**config.mk**
```make
export PLATFORM = sky130hd
export DESIGN_NAME = game_ctrl
export DESIGN_NICKNAME = d
export VERILOG_FILES = /design/src/rtl/breakout_pkg.sv /design/src/rtl/btn_edge.sv /design/src/rtl/game_ctrl.sv
export SDC_FILE = /design/constraint.sdc
export NUM_CORES = 1
export LEC_CHECK = 0
export ABC_AREA = 1
export BUFFER_PORTS_ARGS = -buffer_cell sky130_fd_sc_hd__clkbuf_2
export CAP_MARGIN = 20
export CORE_UTILIZATION = 57
export DETAILED_ROUTE_END_ITERATION = 16
export GPL_ROUTABILITY_DRIVEN = 0
export PLACE_DENSITY = 0.81
export SKIP_LAST_GASP = 1
export SYNTH_ARGS = -nofsm -noshare
export SYNTH_HDL_FRONTEND = slang
export SYNTH_SLANG_ARGS = --single-unit
```
**constraint.sdc**
```tcl
create_clock -name clk -period 1.9 [get_ports clk]
set_input_delay 0.19 -clock clk [delete_from_list [all_inputs] [get_ports clk]]
set_output_delay 0.19 -clock clk [all_outputs]
set_load 0.01 [all_outputs]
```
**src/rtl/breakout_pkg.sv**
```systemverilog
// ============================================================================
// breakout_pkg : shared game-state encoding and datapath widths
// Revision     : 1.0
// ============================================================================
`default_nettype none

package breakout_pkg;

    localparam int PADDLE_W = 10;
    localparam int SCORE_W  = 8;
    localparam int LIVES_W  = 3;

    typedef enum logic [2:0] {
        ST_IDLE  = 3'd0,
        ST_SERVE = 3'd1,
        ST_PLAY  = 3'd2,
        ST_LOST  = 3'd3,
        ST_OVER  = 3'd4
    } game_state_t;

endpackage

`default_nettype wire

```
**src/rtl/btn_edge.sv**
```systemverilog
// ============================================================================
// btn_edge : frame-sampled press detector and held level for one button
// Revision : 1.0
// ============================================================================
`default_nettype none

module btn_edge (
    input  logic clk,
    input  logic nRst,
    input  logic en,
    input  logic tick,
    input  logic btn,
    output logic press,
    output logic held
);

    logic prev;

    // Sampling only on the frame tick gives a 16 ms debounce window.
    always_ff @(posedge clk or negedge nRst) begin
        if (!nRst) begin
            prev <= 1'b0;
        end else if (en && tick) begin
            prev <= btn;
        end
    end

    assign press = en && tick && btn && !prev;
    assign held  = btn;

endmodule

`default_nettype wire

```
**src/rtl/game_ctrl.sv**
```systemverilog
// ============================================================================
// game_ctrl : breakout game sequencer (state, paddle, lives, score, pulses)
// Revision  : 1.0
// ============================================================================
`default_nettype none

module game_ctrl
    import breakout_pkg::*;
#(
    parameter int PADDLE_MIN  = 0,
    parameter int PADDLE_MAX  = 576,
    parameter int PADDLE_STEP = 4,
    parameter int PADDLE_INIT = 288,
    parameter int LIVES_INIT  = 3,
    parameter int LOST_FRAMES = 60
) (
    input  logic                clk,
    input  logic                nRst,
    input  logic                en,
    input  logic                frame_tick,
    input  logic                btn_left,
    input  logic                btn_right,
    input  logic                btn_select,
    input  logic                brick_hit,
    input  logic                ball_lost,
    input  logic                bricks_cleared,
    output logic [2:0]          state,
    output logic [PADDLE_W-1:0] paddle_x,
    output logic [LIVES_W-1:0]  lives,
    output logic [SCORE_W-1:0]  score,
    output logic                ball_launch,
    output logic                level_reset
);

    localparam int PW1   = PADDLE_W + 1;
    localparam int CNT_W = (LOST_FRAMES > 1) ? $clog2(LOST_FRAMES) : 1;

    game_state_t         cur_state, nxt_state;
    logic [PADDLE_W-1:0] nxt_paddle;
    logic [LIVES_W-1:0]  nxt_lives;
    logic [SCORE_W-1:0]  nxt_score;
    logic [CNT_W-1:0]    lost_cnt, nxt_cnt;
    logic                nxt_launch, nxt_lreset;
    logic [PW1-1:0]      pad_up;

    logic left_press, left_held, right_press, right_held, sel_press, sel_held;
    logic unused_ok;

    btn_edge u_btn_left (
        .clk(clk), .nRst(nRst), .en(en), .tick(frame_tick),
        .btn(btn_left), .press(left_press), .held(left_held)
    );
    btn_edge u_btn_right (
        .clk(clk), .nRst(nRst), .en(en), .tick(frame_tick),
        .btn(btn_right), .press(right_press), .held(right_held)
    );
    btn_edge u_btn_select (
        .clk(clk), .nRst(nRst), .en(en), .tick(frame_tick),
        .btn(btn_select), .press(sel_press), .held(sel_held)
    );

    // Paddle uses levels, select uses edges; the remaining outputs are spare.
    assign unused_ok = &{1'b0, left_press, right_press, sel_held};

    assign state = cur_state;

    always_ff @(posedge clk or negedge nRst) begin
        if (!nRst) begin
            cur_state   <= ST_IDLE;
            paddle_x    <= PADDLE_W'(PADDLE_INIT);
            lives       <= '0;
            score       <= '0;
            lost_cnt    <= '0;
            ball_launch <= 1'b0;
            level_reset <= 1'b0;
        end else begin
            cur_state   <= nxt_state;
            paddle_x    <= nxt_paddle;
            lives       <= nxt_lives;
            score       <= nxt_score;
            lost_cnt    <= nxt_cnt;
            ball_launch <= nxt_launch;
            level_reset <= nxt_lreset;
        end
    end

    always_comb begin
        nxt_state  = cur_state;
        nxt_paddle = paddle_x;
        nxt_lives  = lives;
        nxt_score  = score;
        nxt_cnt    = lost_cnt;
        nxt_launch = 1'b0;
        nxt_lreset = 1'b0;
        pad_up     = {1'b0, paddle_x} + PW1'(PADDLE_STEP);

        if (en) begin
            if ((cur_state == ST_SERVE || cur_state == ST_PLAY) && frame_tick) begin
                if (left_held && !right_held) begin
                    nxt_paddle = ({1'b0, paddle_x} < PW1'(PADDLE_MIN + PADDLE_STEP))
                               ? PADDLE_W'(PADDLE_MIN) : paddle_x - PADDLE_W'(PADDLE_STEP);
                end else if (right_held && !left_held) begin
                    nxt_paddle = (pad_up > PW1'(PADDLE_MAX))
                               ? PADDLE_W'(PADDLE_MAX) : pad_up[PADDLE_W-1:0];
                end
            end

            case (cur_state)
                ST_IDLE: begin
                    if (sel_press) begin
                        nxt_state  = ST_SERVE;
                        nxt_lives  = LIVES_W'(LIVES_INIT);
                        nxt_score  = '0;
                        nxt_paddle = PADDLE_W'(PADDLE_INIT);
                        nxt_lreset = 1'b1;
                    end
                end
                ST_SERVE: begin
                    if (sel_press) begin
                        nxt_state  = ST_PLAY;
                        nxt_launch = 1'b1;
                    end
                end
                ST_PLAY: begin
                    if (brick_hit && score != '1) begin
                        nxt_score = score + 1'b1;
                    end
                    // A lost ball outranks a cleared field arriving together.
                    if (ball_lost) begin
                        nxt_state = ST_LOST;
                        nxt_lives = (lives != '0) ? lives - 1'b1 : lives;
                        nxt_cnt   = '0;
                    end else if (bricks_cleared) begin
                        nxt_state  = ST_SERVE;
                        nxt_lreset = 1'b1;
                    end
                end
                ST_LOST: begin
                    if (frame_tick) begin
                        if (lost_cnt == CNT_W'(LOST_FRAMES - 1)) begin
                            if (lives == '0) begin
                                nxt_state = ST_OVER;
                            end else begin
                                nxt_state  = ST_SERVE;
                                nxt_paddle = PADDLE_W'(PADDLE_INIT);
                            end
                        end else begin
                            nxt_cnt = lost_cnt + 1'b1;
                        end
                    end
                end
                ST_OVER: begin
                    if (sel_press) begin
                        nxt_state = ST_IDLE;
                    end
                end
                default: nxt_state = ST_IDLE;
            endcase
        end
    end

endmodule

`default_nettype wire

```
==> summary.txt, run 1 <==
Synthesis
  • YS warnings: 0
  • Mux contribution to synthesized area: 0%
  • Distinct cells, synth: 37
  • Seq/Total Area, Yosys: 33.9%
  • Post-synthesis simple-gate area fraction: 35.0%
  • Top post-synthesis cells by area: dfrtp_1 (32%), nand2_1 (13%), inv_1 (6.9%), o21ai_0 (5.5%), nor2_1 (4.6%)
  • Synth top cells by count: nand2_1 (86), inv_1 (45), dfrtp_1 (31)
  • Mapped Nets: about 360
  • Count leader, synth: nand2_1
  • Synth Area in Adders: 3.58%
  • Fraction of registers with async set/reset: 100%
  • Synthesized instance count: 341
  • Synth Area in Compound Gates: roughly 14%
  • Synth Register Bits: 33
  • Avg Inst Size Synth: 7.17 um^2
  • Share of the synthesized area in the top cell type: 31.7%
  • Syn Std Cell Area: 2440 um^2
  • Post-synth EDFFs: 0
  • Area leader, netlist: dfrtp_1
  • Main combinational cell family by area after synthesis: simple AND/OR/NAND/NOR gates
  • Synth Area in XOR/XNOR: under 10%
  • Synth Flop Type: dfrtp_1

Clock tree
  • Cts hold-fix bufs: 0
  • CTS Root Cell: clkbuf_8
  • H-Tree Depth: 2
  • TritonCTS Buffers: 5
  • Sink Count: 33
  • CTS tree: yes
  • Worst-path clk slew: ~0.07 ns
  • Clock tree buffer depth: 2
  • Clk Latency, worst-skew pair: 0.29 ns

Floorplanning
  • Number of placement rows: 23
  • DIE AREA: 4550 um^2
  • Initial Utilization: 60.3%
  • Die width: 67.5 um
  • Chip height: approximately 67 um
  • Core Region: 4060 um^2
  • Io pins: 36

Route
  • DR pass1 iterations: 5
  • Drt drc: 0
  • Routed Wire Length: 5540 um
  • Post-route ant nets: 0
  • Via/cell ratio: 5.38
  • Via count: 2349
  • Iteration-0 DRC Markers: 237
  • WL/cell: 12.7 um

Timing
  • Worst setup margin: roughly 0.13 ns
  • RSZ-0062 raised after global routing: yes
  • Hold Fails Final Rpt: 3
  • Final worst-path cycle share: 93.1%
  • Finish-stage setup viols: 0
  • Hold slack: -0.00240 ns
  • Fin. max-slew vios: 0
  • Clk_skew: 0.00711 ns
  • Period minus WS final: 1.77 ns
  • Peak Freq: 565 MHz
  • Least-Margin Pin Slew: ~0.86 ns
  • Max transition margin: 42.9%
  • Total Neg Setup Slack: 0 ns

Placement
  • Setup WS pre-CTS: 0.127 ns
  • Placed cell count: 428
  • Port bufs: 35
  • Final HPWL DP: 4180 um

Final layout
  • Area growth syn-to-layout: 16.4%
  • Register Area: 830 um^2
  • Util after Layout: 70.2%
  • Nets@finish: 403
  • Diode count: 0
  • Multi-input logic area: approximately 1400 um^2
  • Number of fillers in the final layout: approximately 350
  • Fin cells: 437
  • Share of cells above drive strength 1: 25.3%

Worst hold path
  • Tightest Hold Check Type: input pin to async pin

Status
  • Status: finished, violations left
  • Failing checks: negative hold slack

Setup path
  • CP Class: register to register
  • Startpoint types: register
  • CP Cell Sequence: inv_2 > nor3_2 > nand2_1 > nand2_1 > nand2_1 > nand2_1 > nand2_1 > nand2_2 > nand2_1 > nand2_1 > nand2_1 > nor2_1
  • CP arrival: 1.99 ns
  • Worst Path Max Fanout: 8
  • CP most frequent cell: nand2_1
  • Delay of the slowest critical-path stage: 0.62 ns
  • CP endpoint kind: register
  • Data required, critical path: about 2.1 ns
  • CP max-delay cell: dfstp_2
  • CP top delay family: simple AND/OR/NAND/NOR gates
  • Crit path buffers/inverters: 1

Global route
  • Initial antenna violation count: 0
  • Largest net degree at the start of global routing: 34
  • Global route overflow: 0
  • GRT Resource Usage Total: a little over a quarter
  • First-pass GRT wire length: 9070 um
  • Vias in the first global route: 2058

Power and ir drop
  • Pwr/cell area: 1410 nW/um^2
  • Worst-case vdd ir drop: 0.809 mV
  • Leak: 1.47 nW

Run
  • Max cap viols: 0
per-stage QoR:
step	hold slack (ns)	cell area [um^2]	power, W
2_1_floorplan	-0.106	2440	0.00270
3_3_place_gp	0.331	2700	0.00322
3_5_place_dp	0.336	2700	0.00328
4_1_cts	0.0226	2820	0.00399
5_1_grt	0.0649	2850	0.00438
6_report	-0.00240	2850	0.00403
power by group:
part	total, W	internal, W	switching [W]
logic	0.00212	0.000754	0.00136
clock network	0.000695	0.000428	0.000268
registers	0.00122	0.000939	0.000276
total	0.00403	0.00212	0.00191
cells by family after synthesis:
| family | after synthesis |
|---|---|
| adder cells (fa/ha/maj) | 7 |
| AO/OA/AOI/OAI | 59 |
| buffers and inverters | 64 |
| AND/OR/NAND/NOR | 170 |
| XOR/XNOR | 8 |
| flip-flops | 33 |
layer usage:
layer  global-route usage (%)  vias up  wire, um
met5                        0        -         0
met4                     9.04        0       113
met3                     5.74       15       317
met2                     44.1       73      2610
met1                     34.5     1074      2500
li1                         -     1187         -
state kept, by name (all words and copies together), names as in the netlist:
| name | flops |
|---|---|
| score | 8 |
| paddle_x | 10 |
| lost_cnt | 6 |
| level_reset | 1 |
| state | 3 |
| ball_launch | 1 |
| u_btn_select.prev | 1 |
| lives | 3 |
final timing paths:
path / start / endpoint / slack, ns / depth (start not counted)
setup / recovery: paddle_x[5] / paddle_x[1] / 0.13 / 12
hold / removal: nRst / paddle_x[7] / -0.002 / 1
setup reg to reg: paddle_x[5] / paddle_x[1] / 0.13 / 12
hold reg to reg: paddle_x[1] / paddle_x[1] / 0.52 / 2
max in group asynchronous: nRst / paddle_x[4] / 1.32 / 1
min in group clk: bricks_cleared / level_reset / 0.16 / 3
cell usage in the layout (no fill, tap or decap), types with 3 or more instances in the layout:
cell and count:
clkbuf_2 35, buf_4 6, o21ai_1 5, nand3_2 3, nor2_1 28, inv_2 11, nor2_2 5, nor3_4 4
inv_1 45, o211ai_1 3, o21ai_0 26, nand2_4 5, xor2_1 6, nand2_2 4, dfrtp_1 30, nand4_1 8
a21oi_1 16, nand2_1 86, clkbuf_8 6, nand3_1 18, ha_1 6, nor3_1 3
layout make-up:
type	instances	area share (%)
clock buffer	7	3.03
clock inverter	1	1.05
timing repair buffer	41	7.74
tap	50	2.20
inverter	61	8.79
sequential	33	29.1
multi-input combinational	244	48.0
timing repair:
| item | in CTS | in global routing |
|---|---|---|
| setup buffers | 0 | 1 |
| gates resized for setup | 0 | 7 |
| endpoints found under the setup margin | 0 | 7 |
No activity file was read; power rests on OpenSTA's default activity.
==> run 2: changes to the inputs <==
--- a/config.mk
+++ b/config.mk
@@ -6,12 +6,12 @@
 export NUM_CORES = 1
 export LEC_CHECK = 0
 export ABC_AREA = 1
-export BUFFER_PORTS_ARGS = -buffer_cell sky130_fd_sc_hd__clkbuf_2
 export CAP_MARGIN = 20
-export CORE_UTILIZATION = 57
+export CORE_UTILIZATION = 60
 export DETAILED_ROUTE_END_ITERATION = 16
+export DONT_BUFFER_PORTS = 1
 export GPL_ROUTABILITY_DRIVEN = 0
-export PLACE_DENSITY = 0.81
+export PLACE_DENSITY = 0.77
 export SKIP_LAST_GASP = 1
 export SYNTH_ARGS = -nofsm -noshare
 export SYNTH_HDL_FRONTEND = slang
==> summary.txt, run 2 (synthesis gave the netlist of run 1 again) <==
Timing
  • Finish-stage setup viols: 0 (unchanged)
  • Least-Margin Pin Slew: 0.390 ns (was 0.856 ns)
  • Clk_skew: 0.00588 ns (was 0.00711 ns)
  • Peak Freq: 554 MHz (was 565 MHz)
  • Final worst-path cycle share: 95.1% (was 93.1%)
  • Hold Fails Final Rpt: 0 (was 3)
  • Max transition margin: 73.9% (was 42.9%)
  • Worst setup margin: 0.0940 ns (was 0.131 ns)
  • Fin. max-slew vios: 0 (unchanged)
  • Period minus WS final: 1.81 ns (was 1.77 ns)

Power and ir drop
  • Pwr Total: 0.00409 W (was 0.00403 W)
  • Pwr/cell area: 1450 nW/um^2 (was 1410 nW/um^2)
  • Leak: 1.38 nW (was 1.47 nW)
  • Worst-case vdd ir drop: 1.02 mV (was 0.809 mV)

Clock tree
  • Clock tree buffer depth: 2 (unchanged)
  • Sink Count: 33 (unchanged)
  • CTS tree: yes (unchanged)
  • Clk Latency, worst-skew pair: 0.29 ns (about the same)
  • Worst-path clk slew: 0.07 ns (about the same)
  • CTS Root Cell: clkbuf_8 (unchanged)
  • H-Tree Depth: 2 (unchanged)
  • TritonCTS Buffers: 5 (unchanged)

Floorplanning
  • Die width: 65.8 um (was 67.5 um)
  • Chip height: 65.8 um (was 67.5 um)
  • Io pins: 36 (unchanged)
  • Number of placement rows: 22 (was 23)
  • DIE AREA: 4330 um^2 (was 4550 um^2)
  • Initial Utilization: 64.8% (was 60.3%)
  • Core Region: 3770 um^2 (was 4060 um^2)

Placement
  • Placement Cell Area: 2550 um^2 (was 2700 um^2)
  • Final HPWL DP: 4100 um (was 4180 um)
  • Port bufs: 0 (was 35)
  • Setup WS pre-CTS: 0.0988 ns (was 0.127 ns)
  • Placed cell count: 395 (was 428)

Final layout
  • Share of cells above drive strength 1: 23.0% (was 25.3%)
  • Util after Layout: 74.8% (was 70.2%)
  • Fin area: 2820 um^2 (was 2850 um^2)
  • Largest regs: paddle_x (10), score (8), lost_cnt (6) (unchanged)
  • Area growth syn-to-layout: 15.3% (was 16.4%)
  • Max reg flops: 10 (unchanged)
  • Most frequent cells in the layout: nand2_1 (80), inv_1 (45), dfrtp_1 (27) (was nand2_1 (86), inv_1 (45), clkbuf_2 (35))
  • Diode count: 0 (unchanged)
  • Biggest register: paddle_x (unchanged)
  • Most common cell after layout, fill and taps aside: nand2_1 (unchanged)
  • Nets@finish: 377 (was 403)
  • Fin cells: 409 (was 437)

Route
  • WL/cell: 14.1 um (was 12.7 um)
  • Iteration-0 DRC Markers: 205 (was 237)
  • Drt drc: 0 (unchanged)
  • Routed Wire Length: 5750 um (was 5540 um)
  • Via/cell ratio: 5.59 (was 5.38)
  • Via count: 2286 (was 2349)
  • DR pass1 iterations: 4 (was 5)
  • Post-route ant nets: 0 (unchanged)

Run
  • Max cap viols: 0 (unchanged)

Worst hold path
  • Hold Path Origin: btn_select
  • Tightest Hold Check Type: input pin to register (was input pin to async pin)
  • WHS Endpoint: u_btn_select.prev
  • Hold path depth: 2

Setup path
  • CP arrival: 2.03 ns (was 1.99 ns)
  • R2R depth: 11 (was 12)
  • CP Class: register to register (unchanged)
  • Startpoint types: register (unchanged)
  • CP top delay family: simple AND/OR/NAND/NOR gates (unchanged)
  • Delay of the slowest critical-path stage: 0.69 ns (was 0.62 ns)
  • Crit path buffers/inverters: 0 (was 1)
  • Worst Path Max Fanout: 7 (was 8)
  • R2r setup slk: 0.09 ns (was 0.13 ns)
  • CP endpoint kind: register (unchanged)
  • Worst r2r src: paddle_x[5] (unchanged)
  • CP Cell Sequence: nand3_4 > xor2_2 > nand2_1 > nand3_2 > nand2_2 > nand2_2 > nand2_4 > nand2_1 > nand2_1 > nand2_2 > nor2_1 (was inv_2 > nor3_2 > nand2_1 > nand2_1 > nand2_1 > nand2_1 > nand2_1 > nand2_2 > nand2_1 > nand2_1 > nand2_1 > nor2_1)
  • CP max-delay cell: dfstp_2 (unchanged)
  • Reg-to-reg endpoint: paddle_x[0] (was paddle_x[1])
  • Data required, critical path: 2.12 ns (about the same)

Global route
  • First-pass GRT wire length: 9390 um (was 9070 um)
  • Met3 Resource Use GR: 7.07% (was 5.74%)
  • Largest net degree at the start of global routing: 34 (unchanged)
  • Global route hottest layer: met2 (unchanged)
  • M1 GR Usage: 36.5% (was 34.5%)
  • GRT Resource Usage Total: 28.6% (was 26.8%)
  • Vias in the first global route: 2200 (was 2058)
  • Global route overflow: 0 (unchanged)
  • Initial antenna violation count: 0 (unchanged)
  • Met2 Usage GRT: 45.8% (was 44.1%)

Status
  • Status: finished, final reports clean (was finished, violations left)
-- run 2: layer usage --
| layer | wire, um | part of all wire [%] | vias up |
|---|---|---|---|
| met5 | 0 | 0 | - |
| met4 | 90 | 1.6 | 0 |
| met3 | 315 | 5.5 | 7 |
| met2 | 2830 | 49 | 66 |
| met1 | 2520 | 44 | 1075 |
| li1 | - | - | 1138 |
-- run 2: timing repair --
| item | in CTS | in global routing |
|---|---|---|
| setup buffers | 0 | 3 |
| gates resized for setup | 0 | 25 |
| hold endpoints to repair | 35 | 0 |
| setup endpoints to repair | 0 | 8 |
| hold buffers | 3 | 0 |
-- run 2: final cells by class --
cell class,instances,area [um^2]
multi-input cells,244,1430
clock inverters,1,30.0
repair buffers,15,130
inverters,61,253
flip-flops and latches,33,833
clock buffers,7,86.3
well taps,48,60.1
fillers,272,952
-- run 2: worst register-to-register path, cell delays in order (launching register included) --
cell and delay, ns:
dfstp_2 0.69, nand3_4 0.13, xor2_2 0.20, nand2_1 0.09, nand3_2 0.07, nand2_2 0.09, nand2_2 0.07, nand2_4 0.11
nand2_1 0.07, nand2_1 0.07, nand2_2 0.06, nor2_1 0.10
-- run 2: where the power goes --
| part | internal, W | switching (W) | total, W | leakage, nW |
|---|---|---|---|---|
| Combinational | 0.000746 | 0.00134 | 0.00209 | 0.903 |
| Clock | 0.000427 | 0.000257 | 0.000685 | 0.0585 |
| Sequential | 0.000945 | 0.000373 | 0.00132 | 0.421 |
-- run 2: worst max path at each step --
stage                           start           to  slack, ns  cells after the start
final                     paddle_x[5]  paddle_x[0]       0.09                     11
after global routing      paddle_x[5]  paddle_x[3]      -0.05                     11
after CTS                 paddle_x[3]  paddle_x[7]       0.07                     12
after detailed placement  paddle_x[3]  paddle_x[7]        0.1                     12
after global placement    paddle_x[3]  paddle_x[7]       0.11                     12
after floorplan           paddle_x[2]  paddle_x[2]       0.23                     12
-- run 2: metrics by stage --
step | setup TNS, ns | hold WS, ns
floorplan | 0 | -0.106
global route | -0.112 | 0.0534
detailed placement | 0 | -0.105
CTS | 0 | 0.0318
global placement | 0 | -0.105
finish | 0 | 0.0377
